$ cat src/rtl/adc_scan_ctrl.sv
// Timer-driven multi-channel ADC scan sequencer producing a tagged sample stream.
// Build macro ADC_SCAN_AVG_EN: average 2^AVG_LOG2 back-to-back conversions per channel.
//
// state      | meaning
// -----------+---------------------------------------------------------
// S_IDLE     | waiting for a sample-timer tick with a non-zero mask
// S_SETTLE   | chsel driven, holding SETTLE_CYC cycles before conversion
// S_SOC      | one-cycle start-of-conversion pulse
// S_WAIT_EOC | waiting for eoc_in, bounded by TIMEOUT_CYC
// S_CAPTURE  | one-cycle sample strobe
// S_NEXT     | pick next enabled channel or close the frame
module adc_scan_ctrl #(
    parameter int DATA_W      = 12,
    parameter int NUM_CH      = 4,
    parameter int CH_SEL_W    = 5,
    parameter int CH_BASE     = 4,
    parameter int PERIOD_W    = 16,
    parameter int SETTLE_CYC  = 2,
    parameter int TIMEOUT_CYC = 255,
`ifdef ADC_SCAN_AVG_EN
    parameter int AVG_LOG2    = 2,
`endif
    localparam int CH_W       = (NUM_CH > 1) ? $clog2(NUM_CH) : 1
) (
    input  logic                clk_in,
    input  logic                rst_in,
    input  logic                en_in,
    input  logic [PERIOD_W-1:0] period_in,
    input  logic [NUM_CH-1:0]   ch_mask_in,
    input  logic                clr_err_in,
    input  logic                eoc_in,
    input  logic [DATA_W-1:0]   adc_dout_in,
    output logic [CH_SEL_W-1:0] chsel_out,
    output logic                soc_out,
    output logic [DATA_W-1:0]   sample_out,
    output logic [CH_W-1:0]     sample_ch_out,
    output logic                sample_valid_out,
    output logic                frame_done_out,
    output logic                busy_out,
    output logic                overrun_out,
    output logic                timeout_out
);

    typedef enum logic [2:0] {
        S_IDLE, S_SETTLE, S_SOC, S_WAIT_EOC, S_CAPTURE, S_NEXT
    } state_t;

    localparam int DLY_MAX = (TIMEOUT_CYC > SETTLE_CYC) ? TIMEOUT_CYC : SETTLE_CYC;
    localparam int DLY_W   = (DLY_MAX > 1) ? $clog2(DLY_MAX + 1) : 1;
    localparam logic [DLY_W-1:0] SETTLE_LD = DLY_W'((SETTLE_CYC > 0) ? SETTLE_CYC - 1 : 0);
    localparam logic [DLY_W-1:0] TMO_LD    = DLY_W'((TIMEOUT_CYC > 0) ? TIMEOUT_CYC - 1 : 0);
    localparam state_t ENTER_ST = (SETTLE_CYC > 0) ? S_SETTLE : S_SOC;

    state_t                state_q, state_nxt;
    logic [PERIOD_W-1:0]   tmr_q;
    logic [NUM_CH-1:0]     mask_q;
    logic [CH_W-1:0]       idx_q, first_idx, next_idx, new_idx;
    logic                  first_hit, next_hit;
    logic [DLY_W-1:0]      dly_q;
    logic [CH_SEL_W-1:0]   chsel_q;
    logic [DATA_W-1:0]     sample_q, cap_data;
    logic                  ovr_q, tmo_q;
    logic                  tick, start, start_ch, eoc_evt, tmo_evt, last_conv;

    assign tick     = en_in && (tmr_q == period_in);
    assign start    = (state_q == S_IDLE) && tick && first_hit;
    assign start_ch = start || ((state_q == S_NEXT) && next_hit);
    assign new_idx  = start ? first_idx : next_idx;
    assign eoc_evt  = (state_q == S_WAIT_EOC) && eoc_in;
    assign tmo_evt  = (state_q == S_WAIT_EOC) && !eoc_in && (dly_q == '0);

    // Descending scan so the lowest qualifying index wins.
    always_comb begin
        first_hit = 1'b0;
        first_idx = '0;
        next_hit  = 1'b0;
        next_idx  = '0;
        for (int i = NUM_CH - 1; i >= 0; i--) begin
            if (ch_mask_in[i]) begin
                first_hit = 1'b1;
                first_idx = CH_W'(i);
            end
            if (mask_q[i] && (i > int'(idx_q))) begin
                next_hit = 1'b1;
                next_idx = CH_W'(i);
            end
        end
    end

`ifdef ADC_SCAN_AVG_EN
    localparam int ACC_W = DATA_W + AVG_LOG2;
    logic [AVG_LOG2-1:0] conv_q;
    logic [ACC_W-1:0]    acc_q, acc_sum;

    assign acc_sum   = acc_q + ACC_W'(adc_dout_in);
    assign last_conv = &conv_q;
    assign cap_data  = acc_sum[ACC_W-1:AVG_LOG2];

    always_ff @(posedge clk_in or negedge rst_in) begin
        if (!rst_in) begin
            conv_q <= '0;
            acc_q  <= '0;
        end else if (start_ch) begin
            conv_q <= '0;
            acc_q  <= '0;
        end else if (eoc_evt && !last_conv) begin
            conv_q <= conv_q + 1'b1;
            acc_q  <= acc_sum;
        end
    end
`else
    assign last_conv = 1'b1;
    assign cap_data  = adc_dout_in;
`endif

    always_ff @(posedge clk_in or negedge rst_in) begin
        if (!rst_in) state_q <= S_IDLE;
        else         state_q <= state_nxt;
    end

    always_comb begin
        state_nxt = state_q;
        case (state_q)
            S_IDLE:     if (start) state_nxt = ENTER_ST;
            S_SETTLE:   if (dly_q == '0) state_nxt = S_SOC;
            S_SOC:      state_nxt = S_WAIT_EOC;
            S_WAIT_EOC: begin
                if (eoc_in)             state_nxt = last_conv ? S_CAPTURE : S_SOC;
                else if (dly_q == '0)   state_nxt = S_NEXT;
            end
            S_CAPTURE:  state_nxt = S_NEXT;
            S_NEXT:     state_nxt = next_hit ? ENTER_ST : S_IDLE;
            default:    state_nxt = S_IDLE;
        endcase
    end

    always_comb begin
        soc_out          = 1'b0;
        sample_valid_out = 1'b0;
        frame_done_out   = 1'b0;
        busy_out         = 1'b1;
        case (state_q)
            S_IDLE:    busy_out         = 1'b0;
            S_SOC:     soc_out          = 1'b1;
            S_CAPTURE: sample_valid_out = 1'b1;
            S_NEXT:    frame_done_out   = !next_hit;
            default:   ;
        endcase
    end

    // One down-counter serves both settle and EOC timeout; SOC always precedes WAIT_EOC.
    always_ff @(posedge clk_in or negedge rst_in) begin
        if (!rst_in) begin
            tmr_q    <= '0;
            mask_q   <= '0;
            idx_q    <= '0;
            dly_q    <= '0;
            chsel_q  <= CH_SEL_W'(CH_BASE);
            sample_q <= '0;
            ovr_q    <= 1'b0;
            tmo_q    <= 1'b0;
        end else begin
            tmr_q <= (!en_in || tick) ? '0 : tmr_q + 1'b1;
            if (start) mask_q <= ch_mask_in;
            if (start_ch) begin
                idx_q   <= new_idx;
                chsel_q <= CH_SEL_W'(CH_BASE) + CH_SEL_W'(new_idx);
                dly_q   <= SETTLE_LD;
            end else if (state_q == S_SOC) begin
                dly_q <= TMO_LD;
            end else if (dly_q != '0) begin
                dly_q <= dly_q - 1'b1;
            end
            if (eoc_evt && last_conv) sample_q <= cap_data;
            if (tick && (state_q != S_IDLE)) ovr_q <= 1'b1;
            else if (clr_err_in)             ovr_q <= 1'b0;
            if (tmo_evt)         tmo_q <= 1'b1;
            else if (clr_err_in) tmo_q <= 1'b0;
        end
    end

    assign chsel_out     = chsel_q;
    assign sample_out    = sample_q;
    assign sample_ch_out = idx_q;
    assign overrun_out   = ovr_q;
    assign timeout_out   = tmo_q;

endmodule

$ cat config.mk
export PLATFORM = sky130hd
export DESIGN_NAME = adc_scan_ctrl
export DESIGN_NICKNAME = d
export VERILOG_FILES = /design/src/rtl/adc_scan_ctrl.sv
export SDC_FILE = /design/constraint.sdc
export NUM_CORES = 1
export LEC_CHECK = 0
export BUFFER_PORTS_ARGS = -buffer_cell sky130_fd_sc_hd__clkbuf_2
export CAP_MARGIN = 20
export CORE_UTILIZATION = 48
export DETAILED_ROUTE_END_ITERATION = 8
export PLACE_DENSITY = 0.84
export SYNTH_ARGS = -nofsm -noshare
export SYNTH_HDL_FRONTEND = slang
export SYNTH_SLANG_ARGS = --single-unit
export TNS_END_PERCENT = 10
$ cat constraint.sdc
create_clock -name clk_in -period 4.5 [get_ports clk_in]
set_clock_uncertainty 0.15 [all_clocks]
set_input_delay 0.675 -clock clk_in [delete_from_list [all_inputs] [get_ports clk_in]]
set_output_delay 0.675 -clock clk_in [all_outputs]
set_load 0.02 [all_outputs]
# Word-level counts from Yosys, hierarchy flattened
# Index checks and enable logic that the tools add are counted.
[totals] output_inout_bits=25 regBits=52 inputBits=37 word_cells=80
[classes] n_eq_ne=9 n_reduce_logical=24 n_lt_le_gt_ge=3 add_sub_neg=3 n_mux=32
[ops] cell="8-bit two-way mux" n=3
[ops] cell="3-bit one-hot mux with 6 select lines" n=1
[ops] cell="16-bit by 1-bit adder with 16-bit output (second input constant)" n=1
[ops] cell="16-bit == test" n=1
[ops] cell="16-bit two-way mux" n=1
[ops] cell="2-bit two-way mux" n=8
[ops] cell="1-bit two-way mux" n=15
[ops] cell="3-bit two-way mux" n=4
[ops] cell="1-bit logical AND" n=11
[ops] cell="8-bit logical NOT" n=1
[ops] cell="8-bit nonzero test" n=1
[ops] cell="8-bit by 1-bit subtractor with 8-bit output (second input constant)" n=1
[ops] cell="3-bit by 2-bit == test with 1-bit output (second input constant)" n=2
[ops] cell="3-bit == test (second input constant)" n=2
[ops] cell="3-bit nonzero test" n=2
[ops] cell="3-bit by 2-bit adder with 4-bit output (first input constant)" n=1
[ops] cell="2-bit greater-than comparator (first input constant)" n=2
[ops] cell="2-bit inequality test (second input constant)" n=2
[ops] cell="2-bit nonzero test" n=2
[ops] cell="3-bit by 1-bit == test with 1-bit output (second input constant)" n=1
[ops] cell="1-bit logical NOT" n=3
[ops] cell="3-bit logical NOT" n=1
[ops] cell="3-bit by 2-bit inequality test with 1-bit output (second input constant)" n=1
[ops] cell="3-bit AND reduction" n=1
[ops] cell="other kinds (2)" n=3

# Logic depth before layout (Yosys ltp)
# Gate-level depths: netlist of run 1.
[depth] word_depth=8 mapped_depth=8 ltp_nobuf=6

# Worst setup path before layout of run 1
# OpenSTA, ideal clock, no wires.
[synth_timing] path_kind="in2reg" startpoint="input period_in[12]" endpoint="register mask_q[1]" path_stages=6 setup_ns=0.125 n_path_buf=1 setup_slack_ns=2.069 required_ns=4.225 arrival_ns=2.156 path_cell_list="xor2_1 -> nor4_1 -> nand4_1 -> or4_1 -> buf_4 -> mux2_4"
[synth_via] elab_chain_len=4
[synth_rtl] element="start: declaration" line="28" rtl="input logic [PERIOD_W-1:0] period_in,"
[synth_rtl] element="16-bit == test" line="65" rtl="assign tick = en_in && (tmr_q == period_in);"
[synth_rtl] element="1-bit logical AND" line="65"
[synth_rtl] element="1-bit logical AND (2 in series)" line="66" rtl="assign start = (state_q == S_IDLE) && tick && first_hit;"
[synth_rtl] element="end signal: assignment" line="164" rtl="if (start) mask_q <= ch_mask_in;"
[synth_rtl] element="end: declaration" line="56" rtl="logic [NUM_CH-1:0] mask_q;"
# Every way passes these cells.
# A chain may end at the register's enable or synchronous reset.

# Worst setup path after layout of run 1
[layout_timing] startpoint="input period_in[15]" endpoint="register dly_q[6]"
[layout_via] elab_chain_len=6 elab_cells_between_ends=7 cone_classes="eq/ne (1); mux (1); reduce/logical (5)"
[layout_rtl] element="16-bit == test (*)" line="65"
[layout_rtl] element="1-bit logical AND (*)" line="65"
[layout_rtl] element="1-bit logical AND (*) (2 in series)" line="66"
[layout_rtl] element="1-bit logical OR (*)" line="67" rtl="assign start_ch = start || ((state_q == S_NEXT) && next_hit);"
[layout_rtl] element="3-bit nonzero test (no line) or 8-bit two-way mux (tied branches)"
[layout_rtl] element="end signal: assignment" line="172" rtl="dly_q <= dly_q - 1'b1;"
[layout_rtl] element="end: declaration" line="59" rtl="logic [DLY_W-1:0] dly_q;"
# Mark *: on every way between the ends. The rest lies on a longest branch, timed or not.

==> metrics.txt, run 1 <==
Period minus WS final about 2.5 ns; Reg clk slew, reported paths ~0.08 ns; post_cts resized 0; MaxCap Viol Count 0; Setup TNS 0 ns; Filler Cell Count 435; core area approximately 0.0048 mm²; fin nets between 300 and 400; initial DRC count a little over 80; register area share after synthesis 0.476; Tcrit/Tclk final 0.555; status complete, no violations; Netlist cell types 39; Fin Hold WS between 0.1 and 0.15 ns; fmax 0.400 GHz; top cells by area, synth dfrtp_1 (48%), xor2_1 (9.8%), mux2_2 (5.6%); Power Total 1220 µW; post-synthesis share of cell area spent on full adders, half adders and majority gates 0.0155; CP Max Fanout 10; clk buf depth 2; max-slew violation count 0; Initial Util 0.505; global-route wire length before repair 7920 µm; Async S/R FF share, synth 1.00; Routed WL per cell ~13 µm; DRT Wirelength ~4700 µm; Synth Area in Simple Gates 0.178; number of synthesized flops with an enable pin 0; vias in the first global route 1745; RSZ-0062 raised after global routing no; n_diodes 0; dpl cells 353; GRT Total Usage 0.198; grt total ovfl 0; FP Rows 25; Slew @ Worst Pin between 0.5 and 0.6 ns; Post-CTS Setup Bufs 0; Syn-to-layout area delta 17.8%; share of the synthesized area in the top cell type 0.476; Hold WC Path Type input port to asynchronous set/reset pin; post-synthesis mux area share 0.0684; GPL Wtd Cong between 0.8 and 0.9; Vias between 1.5k and 2k; Final ANT Viol Nets 0; largest family of logic cells by synthesized area simple AND/OR/NAND/NOR gates; DR DRC count 0; Syn Std Cell Area around 0.0024 mm²; slew margin rel. 0.617; Setup-failing EPs final 0; clock sink count 46; clock root cell clkbuf_8; Port Buffers 58; Leak 0.00142 µW; total die area roughly 0.0053 mm²; post-DR vias/cell about 5.1; post-synthesis xor/xnor area fraction 0.134; Avg Cell Area, Syn between 10 and 15 µm²; Worst EP arrival roughly 2.5 ns; Non-Filler Instances 362; Num CTS Buffers 5; Warnings, synthesis 0; CTS tree done; register cell area after layout between 0.001 and 0.0015 mm²; Worst setup EP type flop; CP required around 4.5 ns; share of post-route cells with drive strength above 1 0.295; footprint of the multi-input gates between 0.001 and 0.0015 mm²; Synth area leader dfrtp_1; die height around 73 µm; # H-tree levels 2; hold buffers post-CTS 0; #FFs+latches synth 46; Final HPWL DP 3530 µm; Die Width roughly 73 µm; Pwr Density roughly 430 mW/mm²; Post-Syn Instances 239; initial antenna violation count 0; crit start category input port; maximum number of pins on one net before global-route repair 47; Crit Path Category input port to flop; Worst-Skew Late Latency about 0.3 ns; Synth Area in Compound Gates 0.0746; maximum vdd drop around 260 µV; Synth Flop Type dfrtp_1; # IOs 62; DRT Pass-1 Iters 4; final hold violations 0
## logic make-up (layout without fill, tap and decap cells)
kind of cell / after synthesis / count (layout)
adders and majority gates: 3 / 3
buffers and inverters: 24 / 79
and+or+nand+nor: 83 / 83
AOI/OAI and AO/OA: 30 / 30
muxes: 14 / 14
xor gates and xnor gates: 37 / 37
DFF: 46 / 46
other: 2 / 3
## cell usage in the layout, fill, tap and decap left out, types with 8 or more instances in the layout
master	n
a21oi_1	14
clkbuf_2	58
dfrtp_1	46
inv_1	12
mux2_2	12
nand2_1	16
nand3_1	8
nor2_1	26
nor4_1	8
xnor2_1	10
xor2_1	27
## layer usage
layer | up-vias | wire length, µm | GRT usage
li1 | 910 | - | -
met1 | 888 | 2120 | 0.258
met2 | 54 | 2260 | 0.325
met3 | 7 | 221 | 0.0401
met4 | 0 | 73 | 0.0763
met5 | - | 0 | 0
## metrics by stage
stage          instance area [µm²]  worst slack, ns  utilization
4_1_cts                       2830             2.01        0.591
6_report                      2850             2.00        0.595
5_1_grt                       2850             1.76        0.595
3_3_place_gp                  2720             1.73        0.568
2_1_floorplan                 2420             2.07            -
3_5_place_dp                  2720             1.69        0.568
## Yosys cell counts (2+ instances only)
library cell / instances
nor4_1: 8
nor2_1: 26
o22ai_1: 3
mux2_2: 12
nor2b_1: 2
nand3_1: 8
a21oi_1: 14
or3_4: 2
mux2_4: 2
nand4_1: 4
or4_1: 2
clkbuf_1: 3
nor3_1: 2
ha_1: 3
dfrtp_1: 46
xor2_1: 27
and3_1: 5
and2_1: 2
buf_4: 6
inv_1: 12
o21ai_0: 5
xnor2_1: 10
nor3b_2: 2
nand2_1: 16
nand2b_1: 2
conb_1: 2
## layout make-up
| class | instances | area share |
|---|---|---|
| sequential | 46 | 0.404 |
| multi-input combinational | 170 | 0.403 |
| timing repair buffer | 59 | 0.109 |
| tap | 67 | 0.0295 |
| clock buffer | 5 | 0.0242 |
| inverter | 12 | 0.0158 |
| clock inverter | 3 | 0.0141 |
## flip-flops by register name (all words and copies together) (netlist names)
signal,flops
dly_q,8
mask_q,3
overrun_out,1
sample_ch_out,2
sample_out,12
state_q,3
timeout_out,1
tmr_q,16
## worst max-delay path, cell delays in order
cell and delay, ns:
clkbuf_2 0.09, xor2_1 0.16, nor4_1 0.28, nand4_1 0.21
or4_1 0.71, nand2_1 0.31, a21oi_1 0.09
## final timing paths
path | cells past startpoint | end | slack (ns) | start
min reg2reg | 1 | sample_out[4] | 0.36 | sample_out[4]
min | 1 | sample_ch_out[0] | 0.14 | rst_in
max in group asynchronous | 2 | sample_out[7] | 3.57 | rst_in
max | 7 | dly_q[6] | 2.00 | period_in[15]
min in group clk_in | 1 | sample_out[4] | 0.36 | sample_out[4]
max reg2reg | 6 | dly_q[6] | 2.02 | tmr_q[9]
## where the power goes
part | switching, µW | internal, µW
Clock | 135 | 163
Sequential | 71.1 | 497
Combinational | 187 | 164
Total | 393 | 824
Power figures use the tool's default switching activity.
==> run 2: changes to the inputs <==
==> constraint.sdc (replaced) <==
create_clock -name clk_in -period 2.4 [get_ports clk_in]
set_clock_uncertainty 0.15 [all_clocks]
set_input_delay 0.36 -clock clk_in [delete_from_list [all_inputs] [get_ports clk_in]]
set_output_delay 0.36 -clock clk_in [all_outputs]
set_load 0.02 [all_outputs]
==> metrics.txt, run 2 (same netlist as run 1, synthesis figures left out) <==
Clock power frac 0.245 (about the same); Period minus WS final between 2 and 2.5 ns; register cell area after layout 0.00115 mm² (unchanged); vias in the first global route 1897 (+8.7%); most frequent cells in the layout clkbuf_2 (58), dfrtp_1 (46), xor2_1 (27); # H-tree levels 2 (unchanged); Syn-to-layout area delta 22.9%; CTS tree done; Vias 1930 (+3.8%); Final HPWL DP 3870 µm (+9.7%); n_diodes 0 (unchanged); share of post-route cells with drive strength above 1 0.333 (+0.0384); maximum vdd drop 584 µV (+120%); Fin Hold WS 0.137 ns (-0.00369 ns); Worst EP arrival 2.36 ns (-0.16 ns); Die Width 72.9 µm (unchanged); most common cell after layout, fill and taps aside clkbuf_2; Crit Path Category flop to flop; fin nets 351 (+5.1%); MaxCap Viol Count 0 (unchanged); Leak 0.00150 µW (+5.5%); FP Rows 25 (unchanged); Reg clk slew, reported paths 0.09 ns (about the same); # IOs 62 (unchanged); worst hold stages 2; Num CTS Buffers 5 (unchanged); final hold violations 0 (unchanged); Seq pwr share 0.460 (-0.006); clock sink count 46 (unchanged); crit start category flop; DRT Wirelength 4940 µm (+5.7%); footprint of the multi-input gates 0.00115 mm² (+0.44%); dpl cells 367 (+4.0%); R2R Setup Slk 0.07 ns (-1.95 ns); placement-stage cell area 0.00282 mm² (+3.9%); Hold EP timeout_out; die height 72.9 µm (unchanged); R2R depth 6 (unchanged); GRT Total Usage 0.206 (+0.00842); sw frac 0.319 (-0.00414); CP required 2.43 ns (-2.09 ns); clock root cell clkbuf_8; Pwr Density 774 mW/mm² (+81%); min-delay src clr_err_in; initial DRC count 69 (-15%); core area 0.00479 mm² (unchanged); slew margin rel. 0.553 (-0.0638); reg2reg end mask_q[1]; total die area 0.00532 mm² (unchanged); status complete, no violations; DR DRC count 0 (unchanged); Worst-Skew Late Latency 0.30 ns (about the same); Non-Filler Instances 379 (+4.7%); Final ANT Viol Nets 0 (unchanged); Routed WL per cell 13.0 µm (+0.99%); DRT Pass-1 Iters 4 (unchanged); Slew @ Worst Pin 0.670 ns (+0.0974 ns); Tcrit/Tclk final 0.970; Design Area, Final 0.00297 mm² (+4.4%); initial antenna violation count 0 (unchanged); part of the power in combinational logic 0.295 (+0.006); Setup-failing EPs final 0 (unchanged); Biggest register tmr_q; max FFs per register 16 (unchanged); Port Buffers 58 (unchanged); Worst setup EP type flop; max-slew violation count 0 (unchanged); global-route wire length before repair 8290 µm (+4.6%); Internal 1570 µW (+90%); worst flop-to-flop path startpoint tmr_q[13]; grt total ovfl 0 (unchanged); clk buf depth 2 (unchanged); fmax approximately 0.43 GHz; maximum number of pins on one net before global-route repair 28 (-40%); Power Total 2300 µW (+89%); Filler Cell Count 393 (-9.7%); GPL Wtd Cong 0.825 (+0.66%); Sw Pwr 733 µW (+86%); CP Max Fanout 10 (unchanged); Hold WC Path Type input port to flop; post-DR vias/cell 5.09 (-0.84%); Initial Util 0.505 (unchanged)
==> run 2: cell count changes in the layout (fill, tap and decap cells not counted), sizes merged <==
cell	change
buf	+16
clkbuf	+1
clkinv	-2
clkinvlp	+1
dlygate4sd3	+1
==> run 2: worst max path at each step <==
stage                              from         to  slack, ns  cells after the start
after floorplan              state_q[1]  mask_q[1]       0.18                      6
after global placement    period_in[15]  mask_q[3]       0.05                      7
after detailed placement  period_in[12]  mask_q[3]       0.01                      7
after CTS                      dly_q[2]   dly_q[4]       0.04                      6
after global routing          tmr_q[13]  mask_q[3]      -0.01                      6
final                         tmr_q[13]  mask_q[1]       0.07                      6
==> run 2: area by class of cell <==
class / count / area share
Inverter: 12 / 0.0152
Timing Repair Buffer: 76 / 0.144
Clock buffer: 6 / 0.0244
Clock inverter: 2 / 0.0126
Multi-Input combinational cell: 170 / 0.388
Sequential cell: 46 / 0.388
Tap cell: 67 / 0.0282
==> run 2: power groups by stage <==
stage / Sequential [µW] / Clock, µW / Combinational [µW]
final: 1060 / 563 / 679
after global routing: 1080 / 611 / 754
after detailed placement: 1070 / 0 / 682
after global placement: 1060 / 0 / 662
after CTS: 1060 / 583 / 686
after floorplan: 1130 / 0 / 401
==> run 2: what timing repair did <==
action | 4_1_cts | 5_1_grt
buffers inserted | 0 | 3
endpoints found under the hold margin | 25 | 0
setup endpoints to repair | 0 | 13
hold buffers | 1 | 0
gates resized for setup | 0 | 2
==> run 2: per-layer routing <==
metal,vias up,wire (µm),global-route usage
met5,-,0,0
met1,941,2160,0.255
met3,8,174,0.0442
li1,942,-,-
met4,0,66,0.0784
met2,39,2540,0.354
==> run 2: per-stage QoR <==
step,setup slack (ns),TNS (ns),util
final,0.0729,0,0.621
after global routing,-0.0142,-0.0232,0.621
after CTS,0.0399,0,0.615
after detailed placement,0.0123,0,0.590
after global placement,0.0453,0,0.590
after floorplan,0.179,0,-
==> run 2: worst max-delay path, stage by stage, from the launching register on <==
cell     delay, ns
dfrtp_1       0.42
xor2_1        0.15
nor4_1        0.31
nand4_1       0.20
or4_1         0.50
buf_4         0.19
mux2_4        0.30
==> run 3: changes to the inputs <==
--- a/config.mk
+++ b/config.mk
@@ -7,9 +7,9 @@
 export LEC_CHECK = 0
 export BUFFER_PORTS_ARGS = -buffer_cell sky130_fd_sc_hd__clkbuf_2
 export CAP_MARGIN = 20
-export CORE_UTILIZATION = 48
+export CORE_UTILIZATION = 53
 export DETAILED_ROUTE_END_ITERATION = 8
-export PLACE_DENSITY = 0.84
+export PLACE_DENSITY = 0.91
 export SYNTH_ARGS = -nofsm -noshare
 export SYNTH_HDL_FRONTEND = slang
 export SYNTH_SLANG_ARGS = --single-unit
==> constraint.sdc (replaced) <==
create_clock -name clk_in -period 2.4 [get_ports clk_in]
set_clock_uncertainty 0.15 [all_clocks]
set_input_delay 0.36 -clock clk_in [delete_from_list [all_inputs] [get_ports clk_in]]
set_output_delay 0.36 -clock clk_in [all_outputs]
set_load 0.1 [all_outputs]
==> metrics.txt, run 3 (same netlist as run 1, synthesis figures left out) <==
total die area 0.00483 mm² (-9.2%); most common cell after layout, fill and taps aside clkbuf_2; n_diodes 0 (unchanged); Design Area, Final 0.00294 mm² (-1.0%); Num CTS Buffers 5 (unchanged); Routed WL per cell 13.7 µm (+5.1%); worst path bufs/invs 1 (unchanged); slew margin rel. 0.572 (+0.0184); initial antenna violation count 0 (unchanged); Worst EP arrival 2.40 ns (+0.04 ns); crit-path leading delay family simple AND/OR/NAND/NOR gates; grt total ovfl 0 (unchanged); placement-stage cell area 0.00281 mm² (-0.62%); R2R Setup Slk 0.04 ns (-0.04 ns); Reg clk slew, reported paths 0.08 ns (about the same); Period minus WS final 2.36 ns (+0.0369 ns); die height 69.5 µm (-4.7%); CP required 2.44 ns (about the same); CP Max Fanout 10 (unchanged); Worst setup EP type flop; Non-Filler Instances 361 (-4.7%); worst hold stages 2 (unchanged); origin of the worst setup path tmr_q[9]; GPL Wtd Cong 0.841 (+2.0%); max FFs per register 16 (unchanged); FP Rows 24 (-4.0%); DR DRC count 0 (unchanged); DRT Pass-1 Iters 6 (+2); MaxCap Viol Count 0 (unchanged); final hold violations 0 (unchanged); Pwr Density 962 mW/mm² (+24%); Biggest register tmr_q; Hold WC Path Type input port to flop; # IOs 62 (unchanged); core area 0.00435 mm² (-9.0%); Power Total 2830 µW (+23%); initial DRC count 84 (+22%); Slew @ Worst Pin 0.643 ns (-0.0275 ns); DRT Wirelength 4950 µm (+0.14%); Initial Util 0.555 (+0.0500); maximum vdd drop 1160 µV (+98%); max-slew violation count 0 (unchanged); GRT Total Usage 0.220 (+0.0143); crit start category flop; vias in the first global route 1863 (-1.8%); Crit path depth 6 (unchanged); worst setup margin 0.0360 ns (-0.0369 ns); Leak 0.00148 µW (-1.1%); most frequent cells in the layout clkbuf_2 (57), dfrtp_1 (45), xor2_1 (27); worst flop-to-flop path startpoint tmr_q[9]; clock root cell clkbuf_8; Slowest-stage cell, CP or4_1; Port Buffers 58 (unchanged); RSZ-0062 raised after global routing yes; Final ANT Viol Nets 0 (unchanged); Tcrit/Tclk final 0.985 (+0.0154); R2R depth 6 (unchanged); register cell area after layout 0.00115 mm² (+0.11%); clk buf depth 2 (unchanged); global-route wire length before repair 8490 µm (+2.4%); status complete, no violations; Worst-Skew Late Latency 0.30 ns (about the same); dpl cells 351 (-4.4%); Final HPWL DP 3710 µm (-4.1%); footprint of the multi-input gates 0.00116 mm² (+0.98%); Vias 1908 (-1.1%); clock sink count 46 (unchanged); Crit Path Category flop to flop; CP max stage delay 0.51 ns (about the same); min-delay src clr_err_in; # H-tree levels 2 (unchanged); fin nets 348 (-0.85%); maximum number of pins on one net before global-route repair 28 (unchanged); CTS tree done; pre-CTS WS 0.0311 ns (+0.0188 ns); CP Cell Sequence xor2_1 > nor4_1 > nand4_1 > or4_1 > buf_4 > mux2_4; Die Width 69.5 µm (-4.7%); Fin Hold WS 0.126 ns (-0.0110 ns); fmax 0.423 GHz (-1.6%); Setup-failing EPs final 0 (unchanged); share of post-route cells with drive strength above 1 0.337 (+0.00324); Syn-to-layout area delta 21.7%; Filler Cell Count 334 (-15%); post-DR vias/cell 5.29 (+3.8%)
==> run 3: cell type report <==
cell class / instances / share of cell area
multi-input combinational: 170 / 0.396
clock inverter: 1 / 0.0102
timing repair buffer: 73 / 0.139
tap: 52 / 0.0221
sequential: 46 / 0.392
inverter: 12 / 0.0153
clock buffer: 7 / 0.0260
==> run 3: path summary, 6_finish.rpt <==
| check | end |
|---|---|
| worst min register to register | sample_out[7] |
| worst min-delay path | overrun_out |
| max in group asynchronous | tmr_q[2] |
| worst max-delay path | mask_q[3] |
| min in group asynchronous | mask_q[1] |
| worst max register to register | mask_q[3] |
==> run 3: where the power goes <==
group	switching, µW	internal, µW
clock	248	312
combinational	888	336
sequential	115	932
==> run 3: timing repair <==
action | CTS | global route
setup buffers | 0 | 1
setup endpoints to repair | 0 | 13
endpoints found under the hold margin | 25 | 0
gates resized for setup | 0 | 5
hold buffers | 1 | 0
==> run 3: metal layers <==
metal / vias up / share of wire / global-route usage
li1: 937 / - / -
met1: 904 / 0.43 / 0.285
met2: 61 / 0.51 / 0.372
met3: 6 / 0.044 / 0.0422
met4: 0 / 0.014 / 0.0726
met5: - / 0 / 0
==> run 3: through the flow <==
| stage | TNS, ns | util |
|---|---|---|
| floorplan | -0.0392 | - |
| global placement | 0 | 0.644 |
| detailed placement | 0 | 0.644 |
| CTS | 0 | 0.671 |
| global route | -0.0510 | 0.675 |
| finish | 0 | 0.675 |
